File: config.mk
export PLATFORM = sky130hd
export DESIGN_NAME = piso_sb
export DESIGN_NICKNAME = d
export VERILOG_FILES = /design/src/rtl/piso_sb.sv
export SDC_FILE = /design/constraint.sdc
export NUM_CORES = 1
export LEC_CHECK = 0
export CAP_MARGIN = 20
export CORE_MARGIN = 4
export CORE_UTILIZATION = 40
export DETAILED_ROUTE_END_ITERATION = 8
export PLACE_DENSITY = 0.65
export SYNTH_ARGS = -nofsm -noshare
export SYNTH_HDL_FRONTEND = slang
export SYNTH_SLANG_ARGS = --single-unit
File: constraint.sdc
create_clock -name clk -period 2.65 [get_ports clk]
set_clock_uncertainty 0.15 [all_clocks]
set_input_delay 0.53 -clock clk [delete_from_list [all_inputs] [get_ports clk]]
set_output_delay 0.53 -clock clk [all_outputs]
set_load 0.05 [all_outputs]
File: src/rtl/piso_sb.sv
// piso_sb: wide parallel-in, serial-out shifter feeding the SB serial receiver.
// A word is captured through a load/ready handshake and emitted LSB first,
// one bit per enabled clock, followed by a one-cycle done pulse.
module piso_sb #(
    parameter int unsigned WIDTH = 384,
    parameter int unsigned CNT_W = 9
) (
    input  logic             clk,
    input  logic             res,
    input  logic             en,
    input  logic             load,
    input  logic [WIDTH-1:0] din,
    output logic             ready,
    output logic             dout,
    output logic             dvalid,
    output logic             last,
    output logic             done
);

    localparam logic [CNT_W-1:0] LAST_IDX = CNT_W'(WIDTH - 1);

    typedef enum logic {
        IDLE  = 1'b0,
        SHIFT = 1'b1
    } state_t;

    state_t           state;
    state_t           state_nx;
    logic [WIDTH-1:0] shreg;
    logic [WIDTH-1:0] shreg_nx;
    logic [CNT_W-1:0] cnt;
    logic [CNT_W-1:0] cnt_nx;
    logic             done_r;
    logic             done_nx;

    // State register; reset aborts any word in flight without a done pulse.
    always_ff @(posedge clk or negedge res) begin
        if (!res) begin
            state  <= IDLE;
            shreg  <= '0;
            cnt    <= '0;
            done_r <= 1'b0;
        end else begin
            state  <= state_nx;
            shreg  <= shreg_nx;
            cnt    <= cnt_nx;
            done_r <= done_nx;
        end
    end

    // Next-state: capture in IDLE, shift while enabled, clear everything on the final bit.
    always_comb begin
        state_nx = state;
        shreg_nx = shreg;
        cnt_nx   = cnt;
        done_nx  = 1'b0;
        case (state)
            IDLE: begin
                if (load) begin
                    shreg_nx = din;
                    cnt_nx   = '0;
                    state_nx = SHIFT;
                end
            end
            SHIFT: begin
                if (en) begin
                    if (cnt == LAST_IDX) begin
                        state_nx = IDLE;
                        shreg_nx = '0;
                        cnt_nx   = '0;
                        done_nx  = 1'b1;
                    end else begin
                        shreg_nx = {1'b0, shreg[WIDTH-1:1]};
                        cnt_nx   = cnt + CNT_W'(1);
                    end
                end
            end
            default: state_nx = IDLE;
        endcase
    end

    // Handshake and serial outputs decoded straight from state so they line up with the receiver.
    always_comb begin
        ready  = (state == IDLE);
        dout   = shreg[0];
        dvalid = (state == SHIFT) && en;
        last   = (state == SHIFT) && (cnt == LAST_IDX);
        done   = done_r;
    end

endmodule

==> metrics.yaml, run 1 <==
setup_path:
  r2r-end: "shreg[271]"
  cp.required_ps: 1970
  worstSetupEndpointType: "output port"
  path_max_fanout: 7
  reg2reg_from: "cnt[0]"
  crit_path_start_kind: "register"
  r2r.worst_path.cells: 7
  crit_arrival_ps: 1870
  crit_type: "reg2out"
  rrSetupSlack_ps: 490
synth:
  synth_top_area_share_pct: 56.1
  synth_area_per_cell_um2: 8.18
  synth_nets: 2542
  synth_cell_types: 27
  synthArstFlopShare_pct: 100
  synth_ff_type: "dfrtp_1"
  netlist_area_um2: 17600
  yosys_warnings: 0
  ys_seq_elements: 395
  synthTopCellsByArea: "dfrtp_1 (56%), o21ai_0 (11%), a21oi_1 (11%)"
  synth_edf_count: 0
  synth_cells: 2153
  yosysTopAreaCell: "dfrtp_1"
  ys_seq_area_share_pct: 56.1
floorplan:
  dieArea_um2: 47500
  pin_count: 393
  die_h_um: 218
  core.rowCount: 76
  die_x_um: 218
  core-area_um2: 43300
  initial_core_util_pct: 40.7
global_routing:
  first_global_vias: 15998
  grtUsageTotal_pct: 21.2
  gr-total-overflow: 0
  grt_max_degree: 122
  antenna_found_initial: 1
  grt_pass1_wl_mm: 83.3
final_layout:
  multi_input_area_um2: 7050
  num_antenna_cells: 0
  seq_area_um2: 9890
  instances_no_fill: 3097
  drive_gt1_share_pct: 5.57
  syn_to_final_growth_pct: 34.7
  nets: 2875
  fill_cells: 3921
sta:
  timing.final.crit_period_ps: 2550
  worstMarginPinSlew_ps: 567
  finalSetupViolCount: 0
  hold_viol_final: 0
  rsz0062_at_grt: "false"
  slew_headroom_pct: 62.1
  slew_viol_final: 0
  fmax_ghz: 0.391
  worst_slack_ps: 95.5
  fin_tns_setup_ps: 0
  post-route-period-util_pct: 96.4
cts:
  clk_pin_slew_worst_paths_ps: 60
  cts_buffers: 43
  htreeDepth: 2
  clock_path_buffers: 3
  cts-root-buf: "clkbuf_16"
  cts_tree: "built"
  clk-insertion-delay-late_ps: 550
  cts.sinks: 395
drt:
  wire_per_inst_um: 16.8
  drtIter0Drc: 1632
  via_per_inst: 5.24
  drt-total-wl_mm: 52.1
  drc: 0
  dr.pass1.iters: 8
  num_vias: 16234
  antenna_left: 0
run:
  maxCapViolCount: 0
hold_path:
  hp-class: "in2async"
placement:
  port_buffers: 392
  numPlacedInstances: 3025
  place_hpwl_mm: 35.5
  dp_slack_ps: 273
  place.gp.congestion: 0.830
power_and_ir_drop:
  leakagePower_nw: 10.6
  power.ir.vdd_worst_mv: 0.393
  powerDensity_nw_per_um2: 668
run_status:
  status: "finished clean"
==> cells by family after synthesis <==
| kind of cell | count (synthesis) | share of synthesized area (%) |
|---|---|---|
| and+or+nand+nor | 795 | 17.1 |
| AOI/OAI and AO/OA | 786 | 22.5 |
| DFF | 395 | 56.1 |
| muxes | 1 | 0.0639 |
| buffers and inverters | 175 | 4.14 |
| adders and majority gates | 1 | 0.0710 |
==> layout by cell type, fill, tap and decap left out, types with 2 or more instances in the layout <==
| cell type | Yosys | routed |
|---|---|---|
| nand2_1 | 396 | 394 |
| clkbuf_8 | 0 | 7 |
| nand2_4 | 0 | 2 |
| dfrtp_1 | 395 | 394 |
| clkinv_2 | 0 | 7 |
| clkbuf_16 | 0 | 45 |
| clkbuf_1 | 113 | 11 |
| clkdlybuf4s50_1 | 0 | 388 |
| nand4_1 | 2 | 2 |
| nor2_1 | 388 | 387 |
| nor2b_1 | 2 | 2 |
| nand3_1 | 3 | 2 |
| a21oi_1 | 386 | 386 |
| o21ai_0 | 393 | 393 |
| buf_12 | 0 | 24 |
| buf_4 | 3 | 45 |
==> layout make-up <==
type                    instances  area share (%)
flip-flops and latches        395            41.7
multi-input cells            1583            29.7
repair buffers                460            20.0
clock buffers                  63            5.33
well taps                     585            3.09
clock inverters                 8           0.179
inverters                       3          0.0475
==> Yosys cell counts, types with 2 or more instances <==
library cell / n
nand2_1: 396
dfrtp_1: 395
o21ai_0: 393
nor2_1: 388
a21oi_1: 386
clkbuf_1: 113
buf_2: 49
buf_1: 7
buf_4: 3
nand3_1: 3
and3_1: 2
nand4_1: 2
nor2b_1: 2
==> routing by layer <==
| metal | global-route usage [%] | vias to the layer above | part of all wire, % | wire length (µm) |
|---|---|---|---|---|
| met2 | 33.9 | 510 | 48 | 24800 |
| met3 | 3.85 | 103 | 5.9 | 3050 |
| li1 | - | 7818 | - | - |
| met5 | 0 | - | 0.029 | 15 |
| met4 | 8.17 | 2 | 3.5 | 1850 |
| met1 | 29.0 | 7801 | 43 | 22400 |
==> worst max path at each step <==
stage	startpoint	end	slack (ps)	cells after the start
floorplan	cnt[0]	last	330	5
global placement	en	shreg[224]	280	6
detailed placement	load	shreg[159]	270	6
CTS	cnt[0]	last	20	5
global route	cnt[1]	last	0.6	5
finish	cnt[1]	last	100	5
==> critical path, stage by stage (launching register included) <==
cell	delay, ps
dfrtp_1	400
ha_2	220
and3_4	240
nand3_2	140
nor2_4	170
buf_12	150
==> repair_timing <==
action,in CTS,in global routing
cloned,0,0
resized for setup,5,3
hold buffers,1,0
buffers inserted,0,0
endpoints found under the setup margin,2,1
hold endpoints to repair,35,0
==> sequential cells by signal, indices dropped and copies added (netlist names) <==
register and flops:
state 1, done 1, cnt 9, shreg 384
==> metrics by stage <==
stage               power (W)  cell area, µm²  util (%)  hold WS, ps
floorplan             0.00903           17600         -         84.4
global placement       0.0102           22400      51.7          314
detailed placement     0.0103           22400      51.7          326
CTS                    0.0160           23700      54.8          315
global route           0.0168           23700      54.8          346
finish                 0.0159           23700      54.8          334
==> where the power goes <==
part	internal [W]	total, W	switching, W
clock	0.00328	0.00565	0.00237
sequential	0.00712	0.00772	0.000604
combinational	0.00125	0.00248	0.00123
(Power assumes the default switching activity.)
==> inputs of run 2 (changes only) <==
--- a/config.mk
+++ b/config.mk
@@ -7,9 +7,10 @@
 export LEC_CHECK = 0
 export CAP_MARGIN = 20
 export CORE_MARGIN = 4
-export CORE_UTILIZATION = 40
+export CORE_UTILIZATION = 55
+export CTS_CLUSTER_SIZE = 30
 export DETAILED_ROUTE_END_ITERATION = 8
-export PLACE_DENSITY = 0.65
+export PLACE_DENSITY = 0.85
 export SYNTH_ARGS = -nofsm -noshare
 export SYNTH_HDL_FRONTEND = slang
 export SYNTH_SLANG_ARGS = --single-unit
==> metrics.yaml, run 2 (same netlist as run 1, synthesis figures left out) <==
run_status:
  status: "finished clean"
drt:
  drtIter0Drc: 1625  # -0.43%
  drc: 0  # unchanged
  dr.pass1.iters: 6  # -2
  via_per_inst: 5.80  # +11%
  wire_per_inst_um: 17.3  # +3.1%
  drt-total-wl_mm: 50.5  # -3.1%
  num_vias: 16889  # +4.0%
  antenna_left: 0  # unchanged
global_routing:
  grt_pass1_wl_mm: 83.1  # -0.24%
  grtUsageTotal_pct: 28.2  # +7.0 points
  gr-total-overflow: 0  # unchanged
  antenna_found_initial: 2  # +1
  first_global_vias: 16687  # +4.3%
  busiest_layer: "met2"
  use_met2_pct: 47.1  # +13 points
  use_met3_pct: 4.95  # +1.1 points
  met1_usage_pct: 37.3  # +8.3 points
  grt_max_degree: 95  # -22%
floorplan:
  core.rowCount: 65  # -14%
  pin_count: 393  # unchanged
  initial_core_util_pct: 55.8  # +15 points
  die_x_um: 187  # -14%
  core-area_um2: 31600  # -27%
  dieArea_um2: 35000  # -26%
  die_h_um: 187  # -14%
final_layout:
  syn_to_final_growth_pct: 34.5
  final_util_pct: 75.1  # +20 points
  final_common_cell: "dfrtp_1"
  top_register: "shreg"
  nets: 2866  # -0.31%
  layout_common_cells: "dfrtp_1 (395), nand2_1 (394), o21ai_0 (393)"
  fill_cells: 2182  # -44%
  reg_top3: "shreg: 384 flops, cnt: 9 flops"
  drive_gt1_share_pct: 5.62  # +0.049 points
  largest_register_ffs: 384  # unchanged
  instances_no_fill: 2912  # -6.0%
placement:
  port_buffers: 392  # unchanged
  place.gp.congestion: 0.899  # +8.3%
  numPlacedInstances: 2834  # -6.3%
  place_hpwl_mm: 33.9  # -4.3%
setup_path:
  crit_type: "reg2out"
  worstSetupEndpointType: "output port"
  crit_path_start_kind: "register"
  path_max_fanout: 7  # unchanged
  cp.required_ps: 1970  # about the same
  crit_arrival_ps: 1840  # -30 ps
sta:
  fin_tns_setup_ps: 0  # unchanged
  slew_headroom_pct: 53.3  # -8.8 points
  post-route-period-util_pct: 95.0  # -1.4 points
  hold_viol_final: 0  # unchanged
  fmax_ghz: 0.397  # +1.4%
  worstMarginPinSlew_ps: 701  # +134 ps
  holdWs_ps: 345  # +10.4 ps
  slew_viol_final: 0  # unchanged
  finalSetupViolCount: 0  # unchanged
  timing.final.crit_period_ps: 2520  # -35.9 ps
  rsz0062_at_grt: "false"
power_and_ir_drop:
  seqPwrFrac_pct: 47.3  # -1.4 points
  finalPower_w: 0.0164  # +3.4%
  clkPwrFrac_pct: 37.3  # +1.7 points
  p_int_w: 0.0121  # +3.8%
  leakagePower_nw: 10.7  # +1.0%
  netSwitchingFraction_pct: 26.2  # -0.29 points
  power.ir.vdd_worst_mv: 0.458  # +17%
  powerDensity_nw_per_um2: 692  # +3.5%
  power_frac_comb_pct: 15.4  # -0.3 points
  netSwitchingPower_w: 0.00430  # +2.2%
cts:
  cts_buffers: 42  # -2.3%
  cts-root-buf: "clkbuf_16"
  clk-insertion-delay-late_ps: 530  # -20 ps
  cts_tree: "built"
  clock_path_buffers: 3  # unchanged
  htreeDepth: 2  # unchanged
  clk_pin_slew_worst_paths_ps: 60  # about the same
  postCtsSetupBuffers: 0  # unchanged
  cts.sinks: 395  # unchanged
hold_path:
  hp-class: "reg2reg"
run:
  maxCapViolCount: 0  # unchanged
==> run 2: power by group through the flow <==
| stage | Combinational, W | Sequential, W | Clock (W) |
|---|---|---|---|
| 2_1_floorplan | 0.00138 | 0.00765 | 0 |
| 3_3_place_gp | 0.00238 | 0.00776 | 0 |
| 3_5_place_dp | 0.00251 | 0.00781 | 0 |
| 5_1_grt | 0.00288 | 0.00787 | 0.00647 |
| 4_1_cts | 0.00254 | 0.00773 | 0.00620 |
| 6_report | 0.00252 | 0.00776 | 0.00611 |
==> run 2: layout make-up <==
| cell class | instances | area (µm²) | area share (%) |
|---|---|---|---|
| flip-flops and latches | 395 | 9880 | 41.7 |
| multi-input cells | 1583 | 7050 | 29.7 |
| repair buffers | 452 | 4790 | 20.2 |
| clock buffers | 58 | 1260 | 5.34 |
| well taps | 402 | 503 | 2.12 |
| clock inverters | 17 | 185 | 0.782 |
| inverters | 3 | 11.3 | 0.0475 |
| diodes | 2 | 5.00 | 0.0211 |
==> run 2: layer usage <==
layer	vias to the layer above	routed length (µm)
met2	780	24900
li1	7815	-
met1	8159	20000
met4	0	2000
met5	-	0
met3	135	3600
==> run 2: path summary, 6_finish.rpt <==
| kind | cells past startpoint | end | slack, ps | start |
|---|---|---|---|---|
| min in group asynchronous | 2 | shreg[182] | 460 | res |
| max in group asynchronous | 3 | shreg[97] | 1150 | res |
| worst max-delay path | 5 | last | 130 | cnt[0] |
| worst min register to register | 1 | cnt[6] | 340 | cnt[6] |
| worst max register to register | 7 | shreg[326] | 410 | cnt[0] |
| worst min-delay path | 1 | cnt[6] | 340 | cnt[6] |
==> run 2: critical path, stage by stage, from the launching register on <==
cell and delay, ps:
dfrtp_1 390, ha_1 200, and3_4 250, nand3_2 150
nor2_4 160, buf_12 150
==> run 2: per-stage QoR <==
stage / instance area (µm²) / setup slack [ps]
floorplan: 17600 / 334
global placement: 22200 / 282
detailed placement: 22200 / 213
CTS: 23700 / 62.3
global route: 23700 / 38.4
finish: 23700 / 131
==> run 2: timing repair <==
item                       CTS  global route
hold endpoints to repair    64             0
pin swaps                    0             0
hold buffers                 1             0
resized for setup            5             1
setup endpoints to repair    2             1
==> inputs of run 3 (changes only) <==
--- a/config.mk
+++ b/config.mk
@@ -14,3 +14,4 @@
 export SYNTH_ARGS = -nofsm -noshare
 export SYNTH_HDL_FRONTEND = slang
 export SYNTH_SLANG_ARGS = --single-unit
+export TNS_END_PERCENT = 20
==> results of run 3 <==
Final layout, timing and power as in run 2 (identical DEF).
